File: src/rtl/lfsr_interval_gen.sv
// Fibonacci LFSR feeding a tick-driven countdown; emits a one-cycle spawn pulse
// each time a pseudo-random interval of MIN_INTERVAL..MIN_INTERVAL+2^OUT_BITS-1 ticks expires.
`timescale 1ns/1ps
module lfsr_interval_gen #(
  parameter int               WIDTH        = 8,
  parameter logic [WIDTH-1:0] TAPS         = 'hB8,
  parameter logic [WIDTH-1:0] SEED         = 'h01,
  parameter int               OUT_BITS     = 4,
  parameter int               MIN_INTERVAL = 15,
  parameter int               FREE_RUN     = 0,
  localparam int              CNT_W        = $clog2(MIN_INTERVAL + 2**OUT_BITS)
) (
  input  logic             clk,
  input  logic             reset,
  input  logic             en,
  input  logic             tick,
  input  logic             seed_load,
  input  logic [WIDTH-1:0] seed_in,
  output logic [WIDTH-1:0] rnd,
  output logic [CNT_W-1:0] interval,
  output logic [CNT_W-1:0] count,
  output logic             spawn
);

  // state | meaning
  // IDLE  | stopped, count held at 0
  // ARM   | one cycle: latch new interval, step LFSR
  // COUNT | decrement on each tick until expiry
  localparam logic [1:0] S_IDLE  = 2'd0;
  localparam logic [1:0] S_ARM   = 2'd1;
  localparam logic [1:0] S_COUNT = 2'd2;

  logic [1:0]          state;
  logic                fb;
  logic [WIDTH-1:0]    rnd_step;
  logic [OUT_BITS-1:0] off;
  logic [CNT_W-1:0]    interval_next;
  logic                do_step;

  assign fb            = ^(rnd & TAPS);
  assign rnd_step      = {rnd[WIDTH-2:0], fb};
  assign off           = rnd[WIDTH-1 -: OUT_BITS];
  assign interval_next = CNT_W'(MIN_INTERVAL) + CNT_W'(off);
  assign do_step       = en && ((state == S_ARM) || (FREE_RUN != 0));

  // A zero seed would lock the LFSR, so it falls back to SEED.
  always_ff @(posedge clk or posedge reset) begin
    if (reset) begin
      rnd <= SEED;
    end else if (seed_load) begin
      rnd <= (seed_in == '0) ? SEED : seed_in;
    end else if (do_step) begin
      rnd <= rnd_step;
    end
  end

  // en low overrides everything, including an expiry on the same tick.
  always_ff @(posedge clk or posedge reset) begin
    if (reset) begin
      state    <= S_IDLE;
      count    <= '0;
      interval <= '0;
      spawn    <= 1'b0;
    end else begin
      spawn <= 1'b0;
      if (!en) begin
        state <= S_IDLE;
        count <= '0;
      end else begin
        case (state)
          S_IDLE: begin
            count <= '0;
            state <= S_ARM;
          end
          S_ARM: begin
            interval <= interval_next;
            count    <= interval_next;
            state    <= S_COUNT;
          end
          S_COUNT: begin
            if (tick) begin
              if (count > CNT_W'(1)) begin
                count <= count - CNT_W'(1);
              end else begin
                count <= '0;
                spawn <= 1'b1;
                state <= S_ARM;
              end
            end
          end
          default: begin
            state <= S_IDLE;
            count <= '0;
          end
        endcase
      end
    end
  end

endmodule

File: config.mk
export PLATFORM = sky130hd
export DESIGN_NAME = lfsr_interval_gen
export DESIGN_NICKNAME = d
export VERILOG_FILES = /design/src/rtl/lfsr_interval_gen.sv
export SDC_FILE = /design/constraint.sdc
export NUM_CORES = 1
export LEC_CHECK = 0
export BUFFER_PORTS_ARGS = -buffer_cell sky130_fd_sc_hd__buf_2
export CORE_AREA = 2 2 57 59
export CTS_BUF_LIST = sky130_fd_sc_hd__clkbuf_4 sky130_fd_sc_hd__clkbuf_8
export CTS_CLUSTER_SIZE = 12
export DETAILED_ROUTE_END_ITERATION = 16
export DIE_AREA = 0 0 59 61
export PLACE_DENSITY_LB_ADDON = 0.08
export SLEW_MARGIN = 10
export SYNTH_ARGS = -nofsm -noshare
export SYNTH_HDL_FRONTEND = slang
export SYNTH_SLANG_ARGS = --single-unit
File: constraint.sdc
create_clock -name clk -period 2.7 [get_ports clk]
set_input_delay 0.405 -clock clk [delete_from_list [all_inputs] [get_ports clk]]
set_output_delay 0.405 -clock clk [all_outputs]
set_load 0.01 [all_outputs]
==> results.md <==
* Vias after detailed routing at between 900 and 1,000
* Setup bufs post-CTS at 0
* DP Area at ~1300 sq um
* Finished Layout Cells at 182
* First-pass GRT wire length at 4.24 mm
* Grt met1 use at between 20% and 30%
* Gate Count Post-Synth at ~120
* Tot Pwr at 891 uW
* # placed instances at 178
* TritonCTS clock tree: done
* Measured slew at the worst slew-check pin at 0.806 ns
* Largest area contributor in the netlist: dfrtp_1
* Post-Syn Area at 1140 sq um
* Critical path, cell by cell: inv_1 -> ha_1 -> nand2_1 -> mux2i_1 -> o21ai_0
* GRT busiest layer: met2
* Startpoint types: flop
* Port Buffer Count at 31
* Post-synthesis net count at 137
* Yosys reg bits at 21
* Die width at 59 microns
* Layout cell share with drive strength beyond 1 at 26.8%
* PwrDens at about 660 nW/um^2
* Warnings from Yosys at 0
* Leak at between 0.0007 and 0.0008 uW
* Drt wl/cell at 13.4 microns
* Largest net degree at the start of global routing at 22
* Hold Path Class: in -> async
* Hold_buf cts at 0
* Clock root buffer: clkbuf_4
* Slew Viols, Final at 0
* Starting Density at between 30 and 40%
* Post-synth EDFFs at 0
* Worst-path fanout max at 20
* Final Cycle Share at 63.4%
* Final ANT Viol Nets at 0
* Final Hold Vio Count at 0
* Nets@finish at 170
* Num ports at 32
* First DRT Iteration DRCs at 43
* Post-CTS Resized at 0
* Die Y at 61 microns
* Syn_area_per_cell at 9.72 sq um
* Residual DRC at 0
* CP max stage cell: nand2_1
* Avg Vias per Cell at 5.20
* WP data arrival at 1.91 ns
* DRT Pass-1 Iters at 4
* Max incr delay on CP at 0.55 ns
* H-tree depth at 1
* Period minus WS final at 1.71 ns
* Reg clk slew, reported paths at 0.12 ns
* Clock sinks at 21
* Later-pin clock latency in the skew report at approximately 0.31 ns
* Setup TNS at 0 ns
* Layout area overhead at 18.8%
* Final Cell Area at roughly 1400 sq um
* VDD IR-drop max at 0.201 mV
* GR Layer Usage met2 at 24.8%
* # rows at 20
* Total Wirelength at 2.44 mm
* Top_reg_cell synth: dfrtp_1
* Crit Path Category: reg -> reg
* Endpoints failing setup at 0
* Status: completed
* Sequential-to-total area share from yosys stat at 46.3%
* Synth top area share at 44.0%
* Number of global-route vias before repair at 904
* Overflow after GRT at 0
* Final Skew at approximately 0.0038 ns
* Max Root-Sink Buffers at 2
* Die ar. at 3600 sq um
* Hold_ws at 0.227 ns
* Relative slew slack at between 40% and 50%
* Grt met3 use at 2.56%
* RSZ-0062 raised after global routing: no
* Global Route Usage Sum at 15.8%
* Antenna diode count at 0
* Fmax at 584 MHz
* Synth cell types at 31
* Synth top area cells: dfrtp_1 44%, ha_1 7.7%, mux2i_1 7.0%
* Max-Cap Viols at 0
* CTS Buf Count at 3
* Initial antenna violation count at 0
* Async S/R FF share, synth at between 90% and 100%
* Placer Congestion at 0.746
* WP data required at 2.90 ns
* Setup crit end kind: flop
* Core area at between 2000 and 3000 sq um
* Post-detail-place hpwl at 1.85 mm
-- logic make-up after synthesis --
logic type               count (synthesis)  share of synthesized area, %
flip-flops                              21                          46.3
XOR/XNOR                                 5                          3.85
adder cells (fa/ha/maj)                  7                          7.70
AND/OR/NAND/NOR                         35                          14.5
AO/OA/AOI/OAI                           29                          16.5
multiplexers                             8                          7.04
buffers and inverters                   12                          4.07
-- flip-flops by register name, indices dropped and copies added (netlist names) --
signal    count
count         5
interval      5
rnd           8
spawn         1
state         2
-- synthesized netlist by cell type, types with 2 or more instances --
master,instances
nor3_1,4
ha_1,7
inv_1,9
o21ai_0,13
nor2_1,3
xor2_1,2
nor3b_1,2
nand2_1,20
clkbuf_1,2
xnor2_1,3
dfrtp_1,20
a21o_2,2
o22ai_1,3
o221ai_1,3
mux2i_1,8
-- cell usage in the layout, fill, tap and decap left out, drive strengths merged, types with 2 or more instances in the layout --
master	Yosys	final
buf	1	31
nand2	20	20
dfrtp	20	20
o21ai	13	13
inv	9	9
mux2i	8	8
ha	7	7
nor3	5	5
clkbuf	2	4
xnor2	3	3
nor2	3	3
o221ai	3	3
o22ai	3	3
a21o	3	3
xor2	2	2
nor3b	2	2
nand3	2	2
-- per-stage QoR --
stage | utilization [%] | setup WS (ns)
after floorplan | - | 1.21
after global placement | 44.7 | 1.03
final | 45.8 | 0.988
after CTS | 45.8 | 0.974
after global routing | 45.8 | 0.741
after detailed placement | 44.7 | 0.994
-- cell type report --
type / instances / area [sq um]
fillers: 307 / 1600
repair buffers: 31 / 155
flip-flops and latches: 21 / 527
clock buffers: 4 / 30.0
multi-input cells: 84 / 564
inverters: 9 / 33.8
well taps: 33 / 41.3
-- worst max-delay path: cells and delay by family (launching register included) --
family / cells / cell delay [ns]
muxes: 1 / 0.27
buffers and inverters: 1 / 0.08
and+or+nand+nor: 1 / 0.55
adders and majority gates: 1 / 0.20
AOI/OAI and AO/OA: 1 / 0.09
DFF: 1 / 0.39
-- worst paths after layout --
kind / from / endpoint / depth (start not counted) / slack (ns)
max: state[1] / rnd[2] / 5 / 0.99
min: reset / interval[2] / 2 / 0.23
max reg2reg: state[1] / rnd[2] / 5 / 0.99
min reg2reg: interval[3] / interval[3] / 2 / 0.48
max in group asynchronous: reset / rnd[1] / 2 / 1.97
min in group clk: seed_in[5] / rnd[5] / 3 / 0.31
-- layer usage --
metal  routed length (microns)  vias up  part of all wire [%]
met4                        39        0                   1.6
met2                      1100       24                    45
met3                        90        5                   3.7
met1                      1210      440                    50
met5                         0        -                     0
li1                          -      478                     -
-- report_power, final --
group,switching [uW],internal [uW]
combinational,165,130
sequential,48.4,379
clock,99.6,67.7
(Power assumes the default switching activity.)
